File: src/rtl/multi_channel_thermometer_if.sv
// multi_channel_thermometer_if: scan control, ADC handshake and result bus of the multi-channel thermometer
interface multi_channel_thermometer_if #(
  parameter int ADC_W = 10,
  parameter int DEG_W = 7,
  parameter int CH_N  = 4
);
  localparam int CH_W = CH_N > 1 ? $clog2(CH_N) : 1;
  logic              START_I;
  logic [DEG_W-1:0]  ALARM_THR_I;
  logic              SAMPLE_REQ_O;
  logic [CH_W-1:0]   SAMPLE_CH_O;
  logic              SAMPLE_ACK_I;
  logic [ADC_W-1:0]  ANALOG_IN_I;
  logic [DEG_W-1:0]  DEGREE_O;
  logic [CH_W-1:0]   DEGREE_CH_O;
  logic              VALID_O;
  logic              BUSY_O;
  logic [CH_N-1:0]   ALARM_O;
  modport slave (
    input  START_I, ALARM_THR_I, SAMPLE_ACK_I, ANALOG_IN_I,
    output SAMPLE_REQ_O, SAMPLE_CH_O, DEGREE_O, DEGREE_CH_O, VALID_O, BUSY_O, ALARM_O
  );
  modport master (
    output START_I, ALARM_THR_I, SAMPLE_ACK_I, ANALOG_IN_I,
    input  SAMPLE_REQ_O, SAMPLE_CH_O, DEGREE_O, DEGREE_CH_O, VALID_O, BUSY_O, ALARM_O
  );
endinterface

File: src/rtl/multi_channel_thermometer.sv
// multi_channel_thermometer: scans CH_N ADC channels, averages 2^AVG_LOG2 samples each, converts to degrees C
// Optional per-channel threshold alarms are built when THERMO_ALARM_EN is defined.
module multi_channel_thermometer #(
  parameter int ADC_W    = 10,
  parameter int DEG_W    = 7,
  parameter int CH_N     = 4,
  parameter int MAX_TEMP = 100,
  parameter int AVG_LOG2 = 2
) (
  input logic                          CLK_I,
  input logic                          RST_N_I,
  multi_channel_thermometer_if.slave   bus
);
  localparam int CH_W  = CH_N > 1 ? $clog2(CH_N) : 1;
  localparam int NS    = 1 << AVG_LOG2;
  localparam int ACC_W = ADC_W + AVG_LOG2;
  localparam int CNT_W = AVG_LOG2 + 1;
  localparam int PW    = ADC_W + $clog2(MAX_TEMP + 1);
  typedef enum logic [1:0] {IDLE, REQ, CALC, OUT} state_t;
  state_t            state_q, state_d;
  logic              start_q;
  logic              trig;
  logic [CH_W-1:0]   ch_q, ch_d;
  logic [CNT_W-1:0]  cnt_q, cnt_d;
  logic [ACC_W-1:0]  acc_q, acc_d;
  logic [DEG_W-1:0]  degree_q, degree_d;
  logic [CH_W-1:0]   degree_ch_q, degree_ch_d;
  logic [ADC_W-1:0]  avg;
  logic [PW-1:0]     prod;
  assign trig = bus.START_I & ~start_q;
  assign avg  = ADC_W'(acc_q >> AVG_LOG2);
  // full-width product so the divide sees every bit
  assign prod = PW'(avg) * PW'(MAX_TEMP);
  always_comb begin
    state_d     = state_q;
    ch_d        = ch_q;
    cnt_d       = cnt_q;
    acc_d       = acc_q;
    degree_d    = degree_q;
    degree_ch_d = degree_ch_q;
    case (state_q)
      IDLE: if (trig) begin
        state_d = REQ;
        ch_d    = '0;
        cnt_d   = '0;
        acc_d   = '0;
      end
      REQ: if (bus.SAMPLE_ACK_I) begin
        acc_d   = acc_q + ACC_W'(bus.ANALOG_IN_I);
        cnt_d   = cnt_q + 1'b1;
        state_d = cnt_q == CNT_W'(NS - 1) ? CALC : REQ;
      end
      CALC: begin
        degree_d    = DEG_W'(prod / PW'((1 << ADC_W) - 1));
        degree_ch_d = ch_q;
        state_d     = OUT;
      end
      OUT: begin
        state_d = ch_q == CH_W'(CH_N - 1) ? IDLE : REQ;
        ch_d    = ch_q == CH_W'(CH_N - 1) ? ch_q : ch_q + 1'b1;
        cnt_d   = '0;
        acc_d   = '0;
      end
      default: state_d = IDLE;
    endcase
  end
  always_ff @(posedge CLK_I) begin
    if (!RST_N_I) begin
      state_q     <= IDLE;
      start_q     <= 1'b0;
      ch_q        <= '0;
      cnt_q       <= '0;
      acc_q       <= '0;
      degree_q    <= '0;
      degree_ch_q <= '0;
    end else begin
      state_q     <= state_d;
      start_q     <= bus.START_I;
      ch_q        <= ch_d;
      cnt_q       <= cnt_d;
      acc_q       <= acc_d;
      degree_q    <= degree_d;
      degree_ch_q <= degree_ch_d;
    end
  end
  assign bus.SAMPLE_REQ_O = state_q == REQ;
  assign bus.SAMPLE_CH_O  = ch_q;
  assign bus.VALID_O      = state_q == OUT;
  assign bus.BUSY_O       = state_q != IDLE;
  assign bus.DEGREE_O     = degree_q;
  assign bus.DEGREE_CH_O  = degree_ch_q;
`ifdef THERMO_ALARM_EN
  logic [DEG_W-1:0] thr_q, thr_d;
  logic [CH_N-1:0]  alarm_q, alarm_d;
  always_comb begin
    thr_d   = state_q == IDLE && trig ? bus.ALARM_THR_I : thr_q;
    alarm_d = alarm_q;
    if (state_q == OUT) alarm_d[ch_q] = degree_q >= thr_q;
  end
  always_ff @(posedge CLK_I) begin
    if (!RST_N_I) begin
      thr_q   <= '0;
      alarm_q <= '0;
    end else begin
      thr_q   <= thr_d;
      alarm_q <= alarm_d;
    end
  end
  assign bus.ALARM_O = alarm_q;
`else
  logic unused_thr;
  assign unused_thr  = ^bus.ALARM_THR_I;
  assign bus.ALARM_O = '0;
`endif
endmodule

File: src/flat_wrapper.sv
// flat-port wrapper written by rule: the top's interface ports become plain ports
module multi_channel_thermometer_flat 
#(
  parameter int ADC_W    = 10,
  parameter int DEG_W    = 7,
  parameter int CH_N     = 4,
  parameter int MAX_TEMP = 100,
  parameter int AVG_LOG2 = 2
)
  (CLK_I, RST_N_I, bus_START_I, bus_ALARM_THR_I, bus_SAMPLE_ACK_I, bus_ANALOG_IN_I, bus_SAMPLE_REQ_O, bus_SAMPLE_CH_O, bus_DEGREE_O, bus_DEGREE_CH_O, bus_VALID_O, bus_BUSY_O, bus_ALARM_O);
  multi_channel_thermometer_if #(.ADC_W(ADC_W), .DEG_W(DEG_W), .CH_N(CH_N)) bus_i ();
  input logic CLK_I;
  input logic RST_N_I;
  input wire logic [$bits(bus_i.START_I)-1:0] bus_START_I;
  input wire logic [$bits(bus_i.ALARM_THR_I)-1:0] bus_ALARM_THR_I;
  input wire logic [$bits(bus_i.SAMPLE_ACK_I)-1:0] bus_SAMPLE_ACK_I;
  input wire logic [$bits(bus_i.ANALOG_IN_I)-1:0] bus_ANALOG_IN_I;
  output wire logic [$bits(bus_i.SAMPLE_REQ_O)-1:0] bus_SAMPLE_REQ_O;
  output wire logic [$bits(bus_i.SAMPLE_CH_O)-1:0] bus_SAMPLE_CH_O;
  output wire logic [$bits(bus_i.DEGREE_O)-1:0] bus_DEGREE_O;
  output wire logic [$bits(bus_i.DEGREE_CH_O)-1:0] bus_DEGREE_CH_O;
  output wire logic [$bits(bus_i.VALID_O)-1:0] bus_VALID_O;
  output wire logic [$bits(bus_i.BUSY_O)-1:0] bus_BUSY_O;
  output wire logic [$bits(bus_i.ALARM_O)-1:0] bus_ALARM_O;
  assign bus_i.START_I = bus_START_I;
  assign bus_i.ALARM_THR_I = bus_ALARM_THR_I;
  assign bus_i.SAMPLE_ACK_I = bus_SAMPLE_ACK_I;
  assign bus_i.ANALOG_IN_I = bus_ANALOG_IN_I;
  assign bus_SAMPLE_REQ_O = bus_i.SAMPLE_REQ_O;
  assign bus_SAMPLE_CH_O = bus_i.SAMPLE_CH_O;
  assign bus_DEGREE_O = bus_i.DEGREE_O;
  assign bus_DEGREE_CH_O = bus_i.DEGREE_CH_O;
  assign bus_VALID_O = bus_i.VALID_O;
  assign bus_BUSY_O = bus_i.BUSY_O;
  assign bus_ALARM_O = bus_i.ALARM_O;
  multi_channel_thermometer #(.ADC_W(ADC_W), .DEG_W(DEG_W), .CH_N(CH_N), .MAX_TEMP(MAX_TEMP), .AVG_LOG2(AVG_LOG2)) u_core (.CLK_I(CLK_I), .RST_N_I(RST_N_I), .bus(bus_i));
endmodule
File: config.mk
export PLATFORM = sky130hd
export DESIGN_NAME = multi_channel_thermometer_flat
export DESIGN_NICKNAME = d
export VERILOG_FILES = /design/src/rtl/multi_channel_thermometer_if.sv /design/src/rtl/multi_channel_thermometer.sv /design/src/flat_wrapper.sv
export SDC_FILE = /design/constraint.sdc
export NUM_CORES = 1
export LEC_CHECK = 0
export CAP_MARGIN = 20
export CORE_MARGIN = 1.5
export CORE_UTILIZATION = 50
export DETAILED_ROUTE_END_ITERATION = 16
export HOLD_SLACK_MARGIN = 0.05
export PLACE_DENSITY = 0.68
export SYNTH_ARGS = -nofsm -noshare
export SYNTH_HDL_FRONTEND = slang
export SYNTH_SLANG_ARGS = --single-unit
File: constraint.sdc
create_clock -name CLK_I -period 8.4 [get_ports CLK_I]
set_input_delay 2.52 -clock CLK_I [delete_from_list [all_inputs] [get_ports CLK_I]]
set_output_delay 2.52 -clock CLK_I [all_outputs]
set_load 0.005 [all_outputs]
# After elaboration in Yosys (flattened, before gate mapping)
# Cells that the tools add are included.
[totals]
latch_bits = 0
input_bits = 21
ramBits = 0
output_inout_bits = 18
elab_cells = 43
mem_count = 0
reg_bits = 29
rom_bits = 0
[op_classes]
order_cmp = 0
mux = 14
n_div = 1
add_sub_neg = 3
n_reduce_logical = 7
n_eq_ne = 8
shifts = 0
n_mul = 1
n_bitwise = 2
[op_table]
columns = ["cell", "count"]
rows = [
  ["$pmux 12 s3", 1],
  ["$mux 12", 2],
  ["$div 17x10->17 const B", 1],
  ["$mul 10x5->15 const B", 1],
  ["$add 12x10->12", 1],
  ["$mux 2", 5],
  ["$pmux 3 s3", 1],
  ["$pmux 2 s4", 1],
  ["$eq 2x2->1 const B", 3],
  ["$mux 3", 2],
  ["$reduce_and 3->1", 2],
  ["$ne 2x2->1 const B", 2],
  ["$pmux 2 s2", 1],
  ["$reduce_bool 2->1", 2],
  ["$add 3x1->3 const B", 1],
  ["$eq 3x2->1 const B", 1],
  ["$reduce_bool 3->1", 1],
  ["$add 2x1->2 const B", 1],
  ["$eq 2x1->1 const B", 1],
  ["$logic_not 2->1", 1],
  ["$ne 2x1->1 const B", 1],
  ["$reduce_and 2->1", 1],
  ["$and 1x1->1", 1],
  ["$mux 1", 1],
  ["$not 1->1", 1],
]

# Longest topological paths before layout
[logic_depth]
ltp_word = 4
ltp_mapped = 32
mapped_depth_nobuf = 28

# Worst setup path before layout
# Ideal clock, no wire load.
[synth_timing]
path_type = "reg-to-reg"
start = "register u_core.acc_q[4]"
end = "register u_core.degree_q[0], in the netlist u_core.bus.DEGREE_O[0]"
slack_ns = 1.156
period_less_slack_ns = 7.244
n_path_buf = 4
path_stages_with_launch = 31
arrival_ns = 7.114
setup_ns = 0.130
cell_sequence = "dfxtp_1 > clkbuf_8 > inv_1 > ha_1 > ha_1 > ha_1 > inv_1 > fa_1 > xor2_1 > or3_1 > a2111oi_0 > buf_2 > nand3_1 > mux2i_2 > nor4b_2 > and3_1 > buf_4 > o211ai_4 > a211oi_2 > and4_1 > buf_4 > a41oi_4 > nor4b_4 > xor2_1 > nor4_1 > o21ai_1 > ha_1 > inv_1 > o31a_1 > o32ai_1 > a31oi_1"
[synth_between]
elab_chain_cells = 2
[synth_rtl]
columns = ["element", "line", "rtl"]
rows = [
  ["start: declaration", "multi_channel_thermometer.sv:25", "logic [ACC_W-1:0] acc_q, acc_d;"],
  ["start signal: assignment", "multi_channel_thermometer.sv:73", "acc_q <= '0;"],
  ["start signal: assignment", "multi_channel_thermometer.sv:81", "acc_q <= acc_d;"],
  ["$mul 10x5->15", "multi_channel_thermometer.sv:33", "assign prod = PW'(avg) * PW'(MAX_TEMP);"],
  ["$div 17x10->17", "multi_channel_thermometer.sv:54", "degree_d = DEG_W'(prod / PW'((1 << ADC_W) - 1));"],
  ["end signal: assignment", "multi_channel_thermometer.sv:82", "degree_q <= degree_d;"],
  ["end: declaration", "multi_channel_thermometer.sv:26", "logic [DEG_W-1:0] degree_q, degree_d;"],
]
# Every way passes these cells.
# A chain may end at the register's enable or synchronous reset.

# Final worst setup path
[layout_timing]
start = "register u_core.acc_q[7]"
end = "register u_core.degree_q[0], in the netlist u_core.bus.DEGREE_O[0]"
# Same word-level chain as after synthesis.

==> results.toml <==
[routing]
drc_errors = 0
first_iter_violations = 219
final_antenna_net_count = 0
routedWlPerCell_um = 15.9
via_count = 4439
drt-vias-per-instance = 6.15
routed_wl_um = 11500
tritonroute_pass_1_iters = 4

[placed_design]
place_worst_setup_slack_ns = 0.693
dpl.hpwl_um = 9300
placedInstanceArea_sq_um = 4980
gpl.final_weighted_congestion = 0.904
port_buffers = 27

[timing]
fmax_mhz = 128
setup_viol = 0
fin_crit_sh_pct = 92.7
max-slew-margin-rel_pct = 47.0
unrepaired_setup_endpoints_after_global_routing = "false"
final_period_demand_of_the_worst_path_ns = 7.78
final_max_slew_viol_count = 0
postLayoutSetupSlackWorst_ns = 0.615
setup-tns-final_ns = 0
timing.clock.skew_ns = 0.00556
worst_pin_slew_ns = 0.793
finalHoldViolCount = 0

[critical_path]
largest_driver_fanout_on_the_critical_path = 11
setup.reg_to_reg.worst_slack_ns = 0.62
critPathArrivalTime_ns = 7.94
crit_path_frequent_cell = "sky130_fd_sc_hd__ha_1"
kind_of_end_point_of_the_critical_path = "flip-flop"
cell_with_the_largest_stage_delay_on_the_worst_path = "sky130_fd_sc_hd__nor4b_2"
cpPeakStageDelay_ns = 0.55
worst_ep_required_time_ns = 8.55
critical_path.startpoint_type = "flip-flop"
crit_path_kind = "reg -> reg"

[finish]
layout-area-overhead-vs-synth_pct = 11.6
layout_commonest_cell = "sky130_fd_sc_hd__ha_1"
finalNetCount = 693
final_area_sq_um = 5090
most-common-layout-cells = "53 x sky130_fd_sc_hd__ha_1, 41 x sky130_fd_sc_hd__nand2_1, 38 x sky130_fd_sc_hd__nor2_1, 34 x sky130_fd_sc_hd__inv_1"
fraction_of_layout_instances_using_a_drive_strength_above_1_pct = 10.6
final_core_utilization_pct = 58.1
num_antenna_cells = 0

[floorplanning]
die_area_sq_um = 9700
coreArea_sq_um = 8760
fp.dieW_um = 98.5
initial_core_util_pct = 52.0
dieHeight_um = 98.5
boundaryPins = 39
rows = 34

[clock_network]
cts_buffer_depth = 2
tritoncts = "built"
cts-root-buf = "sky130_fd_sc_hd__clkbuf_8"
holdBufCountCts = 0
cts.reportedPaths.clkPinSlew_ns = 0.06
post_cts.repair.setup_buffers = 0
clock-sinks = 29
tritoncts.num_buffers = 5
clk-insertion-delay-late_ns = 0.28
htreeDepth = 2
post_cts_resized = 0

[grt]
globalRouteOverflowTotal = 0
grt.total_usage_pct = 24.1
first_pass_grt_wire_length_um = 19800
grt_max_degree = 29
first_global_vias = 4313
initial_antenna_violation_count = 0

[yosys]
number_of_enable_flip_flop_cells_after_synthesis = 0
yosysUniqueCellTypes = 82
average_cell_area_after_synthesis_sq_um = 7.90
async_reset_ff_share_pct = 0
number_of_storage_elements_in_the_synthesis_netlist = 29
synth-warning-count = 0
synth.yosys.seq_area_share_pct = 12.7
ys.flop_type = "sky130_fd_sc_hd__dfxtp_1"
mappedNetlistArea_sq_um = 4560
post_synthesis_cell_count = 577

[pwr]
vdd.ir_drop.worst_v = 0.000156
p_per_area_nw_per_um2 = 77.6
p_leak_nw = 2.19

[worst_hold_path]
worst_hold_check_path_type = "reg -> reg"

[job]
drv_cap = 0

[status]
run_status = "finished clean"
-- worst max-delay path: cells and delay by family, from the launching register on --
kind / cells / cell delay (ns)
AOI/OAI and AO/OA: 11 / 2.91
adders and majority gates: 5 / 1.63
and+or+nand+nor: 4 / 1.16
buffers and inverters: 6 / 0.77
muxes: 3 / 0.76
DFF: 1 / 0.44
-- final cells by class --
| class | instances | area, sq um |
|---|---|---|
| Multi-Input combinational cell | 488 | 3660 |
| Timing Repair Buffer | 55 | 480 |
| Fill cell | 823 | 3670 |
| Clock buffer | 7 | 96.3 |
| Inverter | 34 | 128 |
| Sequential cell | 29 | 581 |
| Clock inverter | 1 | 5.00 |
| Tap cell | 108 | 135 |
-- state kept, by name, summed over array words and instances (netlist names), named ones only --
signal and flops:
u_core.start_q 1, u_core.bus.SAMPLE_CH_O 2, u_core.bus.DEGREE_CH_O 2, u_core.state_q 1
u_core.cnt_q 3, u_core.acc_q 12, u_core.bus.DEGREE_O 7
-- per-stage QoR --
step	instances	hold WS, ns	power (mW)
2_1_floorplan	580	0.445	0.238
3_3_place_gp	713	0.458	0.267
3_5_place_dp	713	0.467	0.270
4_1_cts	721	0.476	0.398
5_1_grt	722	0.526	0.420
6_report	722	0.472	0.395
-- per-layer routing --
metal	track usage, %	vias to the layer above	wire [um]
li1	-	2218	-
met1	32.4	2111	5450
met2	41.5	99	5510
met3	2.34	11	424
met4	5.96	0	108
met5	0	-	0
-- synth_stat cells (6+ instances only) --
cell type | instances | share of area [%]
sky130_fd_sc_hd__o21ai_1 | 7 | 0.77
sky130_fd_sc_hd__inv_1 | 34 | 2.8
sky130_fd_sc_hd__o211ai_1 | 9 | 1.5
sky130_fd_sc_hd__clkbuf_1 | 6 | 0.49
sky130_fd_sc_hd__and3_1 | 9 | 1.2
sky130_fd_sc_hd__xnor2_1 | 18 | 3.5
sky130_fd_sc_hd__nor3_1 | 17 | 1.9
sky130_fd_sc_hd__nor2b_1 | 22 | 3.0
sky130_fd_sc_hd__a31oi_1 | 16 | 2.2
sky130_fd_sc_hd__a21oi_1 | 29 | 3.2
sky130_fd_sc_hd__xor2_1 | 9 | 1.7
sky130_fd_sc_hd__mux2i_1 | 9 | 2.0
sky130_fd_sc_hd__nor2_1 | 38 | 3.1
sky130_fd_sc_hd__buf_2 | 6 | 0.66
sky130_fd_sc_hd__and2_1 | 8 | 1.1
sky130_fd_sc_hd__a21o_1 | 13 | 2.1
sky130_fd_sc_hd__nand3_1 | 25 | 2.7
sky130_fd_sc_hd__buf_4 | 12 | 2.0
sky130_fd_sc_hd__nand2b_1 | 6 | 0.82
sky130_fd_sc_hd__o21ai_0 | 16 | 1.8
sky130_fd_sc_hd__ha_1 | 53 | 15
sky130_fd_sc_hd__fa_1 | 6 | 2.6
sky130_fd_sc_hd__a22oi_1 | 10 | 1.6
sky130_fd_sc_hd__dfxtp_1 | 29 | 13
sky130_fd_sc_hd__nand2_1 | 41 | 3.4
sky130_fd_sc_hd__nand4_1 | 13 | 1.8
-- path summary, 6_finish.rpt --
| path | from | endpoint | cells after the start |
|---|---|---|---|
| min | u_core.cnt_q[1] | u_core.cnt_q[1] | 2 |
| min reg2reg | u_core.cnt_q[1] | u_core.cnt_q[1] | 2 |
| max | u_core.acc_q[7] | u_core.bus.DEGREE_O[0] | 29 |
| max reg2reg | u_core.acc_q[7] | u_core.bus.DEGREE_O[0] | 29 |
-- cells by family after synthesis --
kind of cell    after synthesis  share of synthesized area (%)
compound gates              172                           28.9
xor+xnor                     28                           5.54
fa+ha+maj                    61                           17.6
buf+inv                      63                           7.19
flops                        29                           12.7
mux                          12                           2.77
other cells                   1                         0.0822
simple gates                211                           25.1
-- where the power goes --
| part | internal [mW] | switching [mW] | total, mW |
|---|---|---|---|
| registers | 0.140 | 0.00324 | 0.144 |
| logic | 0.0512 | 0.0742 | 0.125 |
| clock network | 0.0739 | 0.0521 | 0.126 |
No activity file was read; power rests on OpenSTA's default activity.
